`config.mk`:
```
export PLATFORM = sky130hd
export DESIGN_NAME = score_keeper
export DESIGN_NICKNAME = d
export VERILOG_FILES = /design/src/rtl/fq_pkg.sv /design/src/rtl/score_keeper_toggle_event_detect.sv /design/src/rtl/score_keeper.sv
export SDC_FILE = /design/constraint.sdc
export NUM_CORES = 1
export LEC_CHECK = 0
export ABC_AREA = 0
export CORE_UTILIZATION = 52
export DETAILED_ROUTE_END_ITERATION = 10
export PLACE_DENSITY = 0.78
export SKIP_CTS_REPAIR_TIMING = 1
export SLEW_MARGIN = 10
export SYNTH_ARGS = -nofsm -noshare
export SYNTH_HDL_FRONTEND = slang
export SYNTH_HIERARCHICAL = 1
export SYNTH_SLANG_ARGS = --single-unit
```
`constraint.sdc`:
```
create_clock -name clk -period 2.34 [get_ports clk]
set_input_delay 0.351 -clock clk [delete_from_list [all_inputs] [get_ports clk]]
set_output_delay 0.351 -clock clk [all_outputs]
set_load 0.05 [all_outputs]
```
`src/rtl/fq_pkg.sv`:
```
// Shared types and constants for the score keeper: FSM state encoding,
// score width, winner codes and a saturating increment helper.
package fq_pkg;

  localparam int unsigned SCORE_W = 4;

  localparam logic [1:0] WIN_NONE = 2'b00;
  localparam logic [1:0] WIN_BLUE = 2'b01;
  localparam logic [1:0] WIN_RED  = 2'b10;
  localparam logic [1:0] WIN_DRAW = 2'b11;

  typedef enum logic [1:0] {
    IDLE  = 2'd0,
    SERVE = 2'd1,
    PLAY  = 2'd2,
    OVER  = 2'd3
  } state_e;

  function automatic logic [SCORE_W-1:0] sat_inc(input logic [SCORE_W-1:0] v);
    return (v == '1) ? v : v + 1'b1;
  endfunction

endpackage

```
`src/rtl/score_keeper_toggle_event_detect.sv`:
```
// Toggle-encoded event decoder: one event per input transition, either direction.
// The first edge after reset only captures the input, so a held level is never an event.
module toggle_event_detect (
  input  logic clk,
  input  logic rst,
  input  logic tog_in,
  output logic event_out
);

  logic prev_q;
  logic armed_q;

  always_ff @(posedge clk or posedge rst) begin
    if (rst) begin
      prev_q  <= 1'b0;
      armed_q <= 1'b0;
    end else begin
      prev_q  <= tog_in;
      armed_q <= 1'b1;
    end
  end

  assign event_out = armed_q & (tog_in ^ prev_q);

endmodule

```
`src/rtl/score_keeper.sv`:
```
// Match controller: IDLE -> SERVE -> PLAY -> (SERVE | OVER), with saturating scores.
// Define SERVE_DELAY_EN to stretch SERVE to SERVE_DELAY cycles; otherwise SERVE lasts one cycle.
module score_keeper
  import fq_pkg::*;
#(
  parameter int unsigned WIN_SCORE   = 5,
  parameter int unsigned SERVE_DELAY = 25_000_000
) (
  input  logic               clk,
  input  logic               rst,
  input  logic               start_btn,
  input  logic               blue_score_up,
  input  logic               red_score_up,
  output logic               game_initiated,
  output logic               game_over,
  output logic [SCORE_W-1:0] blue_score,
  output logic [SCORE_W-1:0] red_score,
  output logic [1:0]         winner
);

  if (WIN_SCORE < 1 || WIN_SCORE > 15 || SERVE_DELAY < 1) begin : g_bad_param
    $error("score_keeper: WIN_SCORE or SERVE_DELAY out of range");
  end

  localparam logic [SCORE_W-1:0] WIN_TH = SCORE_W'(WIN_SCORE);

`ifdef SERVE_DELAY_EN
  localparam int unsigned      CNT_W           = (SERVE_DELAY > 1) ? $clog2(SERVE_DELAY) : 1;
  localparam logic [CNT_W-1:0] CNT_LAST        = CNT_W'(SERVE_DELAY - 1);
  localparam logic             LAUNCH_AT_ENTRY = (SERVE_DELAY == 1);
  logic [CNT_W-1:0] cnt_q;
`else
  localparam logic LAUNCH_AT_ENTRY = 1'b1;
`endif

  state_e             state_q;
  logic [SCORE_W-1:0] blue_q, red_q;
  logic [SCORE_W-1:0] blue_d, red_d;
  logic [1:0]         winner_q, winner_d;
  logic               gi_q, go_q, start_prev_q;
  logic               blue_ev, red_ev, start_rise;
  logic               blue_won, red_won;

  toggle_event_detect u_blue (
    .clk       (clk),
    .rst       (rst),
    .tog_in    (blue_score_up),
    .event_out (blue_ev)
  );

  toggle_event_detect u_red (
    .clk       (clk),
    .rst       (rst),
    .tog_in    (red_score_up),
    .event_out (red_ev)
  );

  always_comb begin
    start_rise = start_btn & ~start_prev_q;
    blue_d     = blue_ev ? sat_inc(blue_q) : blue_q;
    red_d      = red_ev  ? sat_inc(red_q)  : red_q;
    blue_won   = (blue_d >= WIN_TH);
    red_won    = (red_d  >= WIN_TH);
    winner_d   = WIN_NONE;
    if (blue_won && red_won) winner_d = WIN_DRAW;
    else if (blue_won)       winner_d = WIN_BLUE;
    else if (red_won)        winner_d = WIN_RED;
  end

  always_ff @(posedge clk or posedge rst) begin
    if (rst) begin
      state_q      <= IDLE;
      blue_q       <= '0;
      red_q        <= '0;
      winner_q     <= WIN_NONE;
      gi_q         <= 1'b0;
      go_q         <= 1'b0;
      start_prev_q <= 1'b0;
`ifdef SERVE_DELAY_EN
      cnt_q        <= '0;
`endif
    end else begin
      start_prev_q <= start_btn;
      gi_q         <= 1'b0;
      case (state_q)
        IDLE, OVER: begin
          if (start_rise) begin
            blue_q   <= '0;
            red_q    <= '0;
            winner_q <= WIN_NONE;
            go_q     <= 1'b0;
            state_q  <= SERVE;
            gi_q     <= LAUNCH_AT_ENTRY;
`ifdef SERVE_DELAY_EN
            cnt_q    <= '0;
`endif
          end
        end
        SERVE: begin
`ifdef SERVE_DELAY_EN
          // The launch pulse is registered, so it is raised on the edge entering the last count.
          if (cnt_q == CNT_LAST) begin
            state_q <= PLAY;
          end else begin
            cnt_q <= cnt_q + 1'b1;
            gi_q  <= ((cnt_q + 1'b1) == CNT_LAST);
          end
`else
          state_q <= PLAY;
`endif
        end
        PLAY: begin
          if (blue_ev || red_ev) begin
            blue_q <= blue_d;
            red_q  <= red_d;
            if (blue_won || red_won) begin
              state_q  <= OVER;
              go_q     <= 1'b1;
              winner_q <= winner_d;
            end else begin
              state_q <= SERVE;
              gi_q    <= LAUNCH_AT_ENTRY;
`ifdef SERVE_DELAY_EN
              cnt_q   <= '0;
`endif
            end
          end
        end
        default: state_q <= IDLE;
      endcase
    end
  end

  assign game_initiated = gi_q;
  assign game_over      = go_q;
  assign blue_score     = blue_q;
  assign red_score      = red_q;
  assign winner         = winner_q;

endmodule

```
==> summary.txt, run 1 <==
Run status
  • Run status: complete, no violations

Setup path
  • Longest individual stage delay on the worst path: 490 ps
  • Crit-path max FO: 6
  • Crit Path Category: input port to register
  • Ordered cell list for the critical path: clkdlybuf4s50_1, xor2_1, and2_1, inv_1, o31ai_1, a22o_2, a211oi_4, a311o_2
  • CP endpoint kind: register
  • Required time of the critical path: 2540 ps
  • Launch instance of the worst register-to-register path: blue_score[0]
  • Startpoint kind of the worst setup timing path: input port
  • Critical-path cell with the highest stage delay: sky130_fd_sc_hd__clkdlybuf4s50_1
  • Origin of the worst setup path: blue_score_up
  • Worst path arrival time: 2280 ps

Routing
  • Number of nets still failing antenna checks after routing: 0
  • Final routed DRC violation total: 0
  • Number of optimization iterations in the first detailed-route pass: 4
  • Via-per-instance ratio: 5.539
  • Via count: 925
  • Routed wirelength normalized by instance count: 13.38 µm
  • Drt first-iter violations: 29
  • Overall routed net length: 2235 µm

Floorplan
  • Core outline area: 0.001962 mm²
  • Cell row count: 16
  • Die Width: 47.83 µm
  • Starting utilization of the core area: 55.68%
  • Y dimension of the die: 47.83 µm
  • IO Count: 17
  • Die outline area: 0.002288 mm²

Final layout
  • Filler cell count in the final layout: 166
  • Area of the multi-input gates: 563.0 µm²
  • Signed area change from the synthesized netlist to the final layout: 24.86%
  • Count of nets after finishing: 151
  • Area of all sequential standard cells: 475.5 µm²
  • Share of layout cells above drive strength 1: 16.43%
  • Antenna diode count: 0

STA
  • Setup_tns: 0 ps
  • Final hold vios: 0
  • Setup repair after global routing missed its margin: no
  • Slew at the pin closest to its max-slew limit: 595.1 ps
  • Worst-case clock skew: 0.7212 ps
  • Min Clock Period, post-route: 2084 ps
  • Highest achievable clock rate: 0.4798 GHz
  • Worst-case setup margin in the final layout: 255.8 ps
  • Fin crit share: 89.07%
  • Relative slew slack: 60.28%
  • Total of endpoints with negative setup slack in the final report: 0
  • Pins over their slew limit: 0

Clock network
  • Clock tree sinks: 19
  • H-tree depth reported by CTS: 1
  • Total CTS buffers: 3
  • CTS tree: done
  • Clock tree root buffer cell: sky130_fd_sc_hd__clkbuf_4
  • Clock-pin slew on the worst setup and hold paths: 100 ps
  • Insertion delay to the later sink of the worst-skew pair: 300 ps
  • Buffer levels on the longest clock path: 2

Min path
  • Class of the most critical hold timing path: input port to asynchronous set/reset pin

Global route
  • Maximum number of pins on one net before global-route repair: 16
  • Wire length of the first global-routing pass: 3284 µm
  • Number of antenna violations at the first check in global routing: 0
  • All-layer global routing usage: 21.97%
  • Via count of the first global-routing pass: 782
  • Final global-route overflow total: 0

Synthesis
  • Summed instance area of the synthesized netlist: 0.001092 mm²
  • Biggest area consumer among synthesized cells: sky130_fd_sc_hd__dfrtp_1
  • Post-synthesis register bit count: 19
  • Post-synth net total: 125
  • Async set-or-reset flop fraction in the synthesized netlist: 100.0%
  • Count of flip-flops with a built-in enable after synthesis: 0
  • Share of the yosys chip area belonging to registers: 43.53%
  • Warnings, synthesis: 6
  • Synth top area share: 43.53%
  • Count of mapped cells out of synthesis: 115
  • Post-synthesis area per instance: 9.498 µm²
  • Ys flop type: sky130_fd_sc_hd__dfrtp_1
  • Yosys cell types: 41
  • Top cells by area in the synthesized netlist: sky130_fd_sc_hd__dfrtp_1 44%, sky130_fd_sc_hd__ha_1 5.7%, sky130_fd_sc_hd__o21ai_0 4.1%

Placement
  • Input/output buffers: 16
  • Pre-CTS worst setup slack: -67.13 ps
  • Routability cong.: 0.7663
  • Total half-perimeter wirelength after legalization and detailed placement: 1645 µm

Power and ir drop
  • Power density of the placed cells: 777.7 mW/mm²
  • Maximum ir drop on the vdd rail: 0.7296 mV
  • Leakage dissipation: 0.6109 nW

Run
  • Max_cap viols: 0
==> logic make-up (layout without fill, tap and decap cells) <==
kind of cell	Yosys count	in the layout	synth area share (%)
AOI/OAI and AO/OA	37	37	24.51
and+or+nand+nor	34	34	16.27
DFF	19	19	43.53
buffers and inverters	13	38	4.924
adders and majority gates	5	5	5.727
muxes	3	3	2.749
other	2	2	0.6875
xor gates and xnor gates	2	2	1.604
==> flip-flops by register name, indices dropped and copies added (netlist names), 2 cells and up <==
| name | count |
|---|---|
| red_score | 4 |
| blue_score | 4 |
| winner | 2 |
| state_q | 2 |
==> Yosys cell counts (2+ instances only) <==
library cell,n
sky130_fd_sc_hd__nor2_1,8
sky130_fd_sc_hd__nand4_1,2
sky130_fd_sc_hd__nand2b_1,3
sky130_fd_sc_hd__a31oi_1,2
sky130_fd_sc_hd__xor2_1,2
sky130_fd_sc_hd__o21ai_0,9
sky130_fd_sc_hd__a21o_1,2
sky130_fd_sc_hd__ha_1,5
sky130_fd_sc_hd__mux2i_1,3
sky130_fd_sc_hd__a22o_2,2
sky130_fd_sc_hd__and2_1,3
sky130_fd_sc_hd__nand2_1,7
sky130_fd_sc_hd__nor3_1,2
sky130_fd_sc_hd__dfrtp_1,19
sky130_fd_sc_hd__nand3_1,4
sky130_fd_sc_hd__conb_1,2
sky130_fd_sc_hd__buf_2,3
sky130_fd_sc_hd__a21oi_1,7
sky130_fd_sc_hd__inv_1,8
==> layout make-up <==
cell class / instances / area share (%)
Inverter: 8 / 2.202
Tap cell: 27 / 2.477
Clock buffer: 4 / 1.927
Timing Repair Buffer: 26 / 17.25
Multi-Input combinational cell: 83 / 41.28
Sequential cell: 19 / 34.86
==> stage by stage <==
step | hold WS (ps) | cell area [µm²] | util, % | instances | power, mW
3_3_place_gp | 513.1 | 1338 | 68.18 | 163 | 0.8833
5_1_grt | 268.3 | 1364 | 69.52 | 167 | 1.145
6_report | 232.5 | 1364 | 69.52 | 167 | 1.061
4_1_cts | 227.4 | 1364 | 69.52 | 167 | 1.066
3_5_place_dp | 514.9 | 1338 | 68.18 | 163 | 0.8970
2_1_floorplan | 92.18 | 1092 | - | 115 | 0.7254
==> placed cells by master (no fill, tap or decap), drive strengths merged, types with 3 or more instances in the layout <==
| cell type | n |
|---|---|
| a21oi | 8 |
| a22o | 3 |
| and2 | 3 |
| buf | 10 |
| clkbuf | 4 |
| clkdlybuf4s50 | 16 |
| dfrtp | 19 |
| ha | 5 |
| inv | 8 |
| mux2i | 3 |
| nand2 | 7 |
| nand2b | 3 |
| nand3 | 4 |
| nor2 | 8 |
| o21ai | 11 |
==> critical path: cells and delay by family <==
family	cells	cell delay, ps
buf+inv	2	580
simple gates	1	250
xor+xnor	1	140
compound gates	4	960
==> path summary, 6_finish.rpt <==
check | endpoint | slack, ps | cells past startpoint
setup / recovery | winner[0] | 260 | 8
max in group asynchronous | game_over | 1500 | 2
setup reg to reg | winner[0] | 330 | 6
hold / removal | u_blue/armed_q | 230 | 2
hold reg to reg | game_over | 530 | 2
min in group clk | u_blue/prev_q | 530 | 1
==> routing by layer <==
layer  part of all wire (%)  global-route usage [%]  up-vias
met5                      0                       0        -
met4                    2.7                   15.00        0
met3                    4.0                   4.528        4
met2                     47                   33.78       28
met1                     46                   27.59      429
li1                       -                       -      464
==> power breakdown <==
group          total, mW  leakage, nW  switching [mW]  internal [mW]
Sequential         0.395        0.249          0.0314          0.364
Clock              0.170       0.0150           0.104         0.0667
Combinational      0.495        0.347           0.294          0.201
No activity file was read; power rests on OpenSTA's default activity.
==> run 2, diff against run 1 <==
--- a/config.mk
+++ b/config.mk
@@ -7,6 +7,7 @@
 export LEC_CHECK = 0
 export ABC_AREA = 0
 export CORE_UTILIZATION = 52
+export CTS_CLUSTER_SIZE = 10
 export DETAILED_ROUTE_END_ITERATION = 10
 export PLACE_DENSITY = 0.78
 export SKIP_CTS_REPAIR_TIMING = 1
==> results of run 2 <==
The final DEF is identical to that of run 1; final timing and power are the same.
==> run 3, diff against run 2 <==
--- a/config.mk
+++ b/config.mk
@@ -9,7 +9,7 @@
 export CORE_UTILIZATION = 52
 export CTS_CLUSTER_SIZE = 10
 export DETAILED_ROUTE_END_ITERATION = 10
-export PLACE_DENSITY = 0.78
+export PLACE_DENSITY_LB_ADDON = 0.2
 export SKIP_CTS_REPAIR_TIMING = 1
 export SLEW_MARGIN = 10
 export SYNTH_ARGS = -nofsm -noshare
==> run 3 against run 2 <==
Net effect:
- final area rose by 1.1%
- critical path depth stayed put
- total power rose by 4.1%
- core utilization is 0.77 points higher
- critical endpoint unchanged
- die area did not move
- routed wire length rose by 4.3%
- global-route usage rose by 0.17 points
- combinational power rose by 8.7%
- maximum frequency increased by 1.8%
- register-to-register slack barely moved
- clock skew increased by 1.6 ps
==> summary.txt, run 3 (synthesis gave the netlist of run 1 again) <==
Setup path
  • CP endpoint kind: register
  • Startpoint kind of the worst setup timing path: input port
  • R2r worst-path depth: 6
  • Crit Path Category: input port to register
  • Endpoint of the most critical register-to-register path: winner[0]
  • Required time of the critical path: 2530 ps
  • Critical-path cell with the highest stage delay: sky130_fd_sc_hd__clkdlybuf4s50_1
  • Ordered cell list for the critical path: clkdlybuf4s50_1, xor2_1, and2_1, a21o_1, a32oi_1, o21ai_1, a211oi_4, a311o_2
  • Setup slack of the worst register-to-register path: 330 ps
  • Cell family contributing the most delay on the critical path: compound AO/OA/AOI/OAI gates
  • Crit-path max FO: 7
  • Worst path arrival time: 2230 ps
  • Longest individual stage delay on the worst path: 490 ps
  • Count of buffering cells on the critical path with inverters included: 1
  • Launch instance of the worst register-to-register path: blue_score[0]

Clock network
  • CTS tree: done
  • Clock tree root buffer cell: sky130_fd_sc_hd__clkbuf_4
  • Buffer levels on the longest clock path: 2
  • Total CTS buffers: 3
  • Insertion delay to the later sink of the worst-skew pair: 290 ps
  • Clock tree sinks: 19
  • Clock-pin slew on the worst setup and hold paths: 110 ps
  • H-tree depth reported by CTS: 1

Floorplan
  • Starting utilization of the core area: 55.68%
  • IO Count: 17
  • Y dimension of the die: 47.83 µm
  • Cell row count: 16
  • Core outline area: 0.001962 mm²
  • Die outline area: 0.002288 mm²
  • Die Width: 47.83 µm

Placement
  • Input/output buffers: 16
  • Routability cong.: 0.8422
  • Pre-CTS worst setup slack: -24.14 ps
  • Total half-perimeter wirelength after legalization and detailed placement: 1809 µm

Power and ir drop
  • Total internal power: 0.6559 mW
  • Clock network fraction of design power: 15.3%
  • Reported net switching power: 0.4488 mW
  • Share of power burned in registers: 36.0%
  • Maximum ir drop on the vdd rail: 0.5298 mV
  • Power consumption: 1.105 mW
  • Power density of the placed cells: 801.2 mW/mm²
  • Leakage dissipation: 0.6209 nW
  • Combinational share of power: 48.7%
  • Switching power as a share of total power: 40.62%

Run status
  • Run status: complete, no violations

STA
  • Total of endpoints with negative setup slack in the final report: 0
  • Worst-case clock skew: 2.288 ps
  • Setup repair after global routing missed its margin: no
  • Final hold vios: 0
  • Pins over their slew limit: 0
  • Relative slew slack: 62.33%
  • Highest achievable clock rate: 0.4885 GHz
  • Setup_tns: 0 ps
  • Worst-case setup margin in the final layout: 292.9 ps
  • Worst-case hold slack: 246.7 ps
  • Slew at the pin closest to its max-slew limit: 564.5 ps
  • Fin crit share: 87.48%
  • Min Clock Period, post-route: 2047 ps

Final layout
  • Antenna diode count: 0
  • Count of nets after finishing: 153
  • Share of layout cells above drive strength 1: 17.61%
  • Most common cell after layout, fill and taps aside: sky130_fd_sc_hd__dfrtp_1
  • Filler cell count in the final layout: 176
  • Final core utilization: 70.28%
  • Commonest non-fill, non-tap cells in the layout: 19 x sky130_fd_sc_hd__dfrtp_1, 16 x sky130_fd_sc_hd__clkdlybuf4s50_1, 12 x sky130_fd_sc_hd__buf_4, 9 x sky130_fd_sc_hd__o21ai_0
  • Signed area change from the synthesized netlist to the final layout: 26.23%

Global route
  • All-layer global routing usage: 22.14%
  • Wire length of the first global-routing pass: 3525 µm
  • Maximum number of pins on one net before global-route repair: 16
  • Number of antenna violations at the first check in global routing: 0
  • Via count of the first global-routing pass: 836
  • Final global-route overflow total: 0

Routing
  • Drt first-iter violations: 30
  • Number of optimization iterations in the first detailed-route pass: 6
  • Number of nets still failing antenna checks after routing: 0
  • Overall routed net length: 2331 µm
  • Via-per-instance ratio: 5.692
  • Via count: 962
  • Routed wirelength normalized by instance count: 13.79 µm
  • Final routed DRC violation total: 0

Run
  • Max_cap viols: 0

Min path
  • Class of the most critical hold timing path: input port to asynchronous set/reset pin
## run 3: cell types whose count changed in the layout (fill, tap and decap cells not counted)
cell / delta
sky130_fd_sc_hd__buf_4: +2
## run 3: per-stage QoR
step / area, µm² / cells
2_1_floorplan: 1092 / 115
3_3_place_gp: 1353 / 165
3_5_place_dp: 1353 / 165
4_1_cts: 1379 / 169
5_1_grt: 1379 / 169
6_report: 1379 / 169
## run 3: power groups by stage
stage / Sequential, mW / Clock (mW) / Combinational, mW
after detailed placement: 0.404 / 0 / 0.532
after CTS: 0.398 / 0.169 / 0.535
after floorplan: 0.444 / 0 / 0.281
after global placement: 0.399 / 0 / 0.511
final: 0.398 / 0.169 / 0.538
after global routing: 0.402 / 0.188 / 0.587
## run 3: layout make-up
class | instances | area (µm²) | area share (%)
Inverter | 8 | 30.03 | 2.178
Sequential cell | 19 | 475.5 | 34.48
Tap cell | 27 | 33.78 | 2.450
Multi-Input combinational cell | 83 | 563.0 | 40.83
Clock buffer | 4 | 26.28 | 1.906
Timing Repair Buffer | 28 | 250.2 | 18.15
## run 3: worst max-delay path by stage
| stage | cells after the start | endpoint | startpoint | slack, ps |
|---|---|---|---|---|
| after CTS | 8 | winner[0] | red_score_up | 300 |
| after detailed placement | 8 | winner[0] | red_score_up | -20 |
| after floorplan | 6 | winner[0] | blue_score[0] | 150 |
| after global placement | 7 | winner[0] | blue_score_up | 8 |
| final | 8 | winner[0] | red_score_up | 290 |
| after global routing | 7 | winner[0] | blue_score_up | 150 |
## run 3: per-layer routing
layer	share of wire, %	vias to the layer above	global-route usage, %	routed length [µm]
li1	-	460	-	-
met1	43	479	25.93	1012
met2	53	21	41.62	1230
met3	3.2	2	3.396	74
met4	0.64	0	5.556	15
met5	0	-	0	0
## run 3: worst register-to-register path: cells and delay by family, from the launching register on
family | cells | cell delay [ps]
simple gates | 1 | 210
flops | 1 | 470
compound gates | 4 | 880
fa+ha+maj | 1 | 340
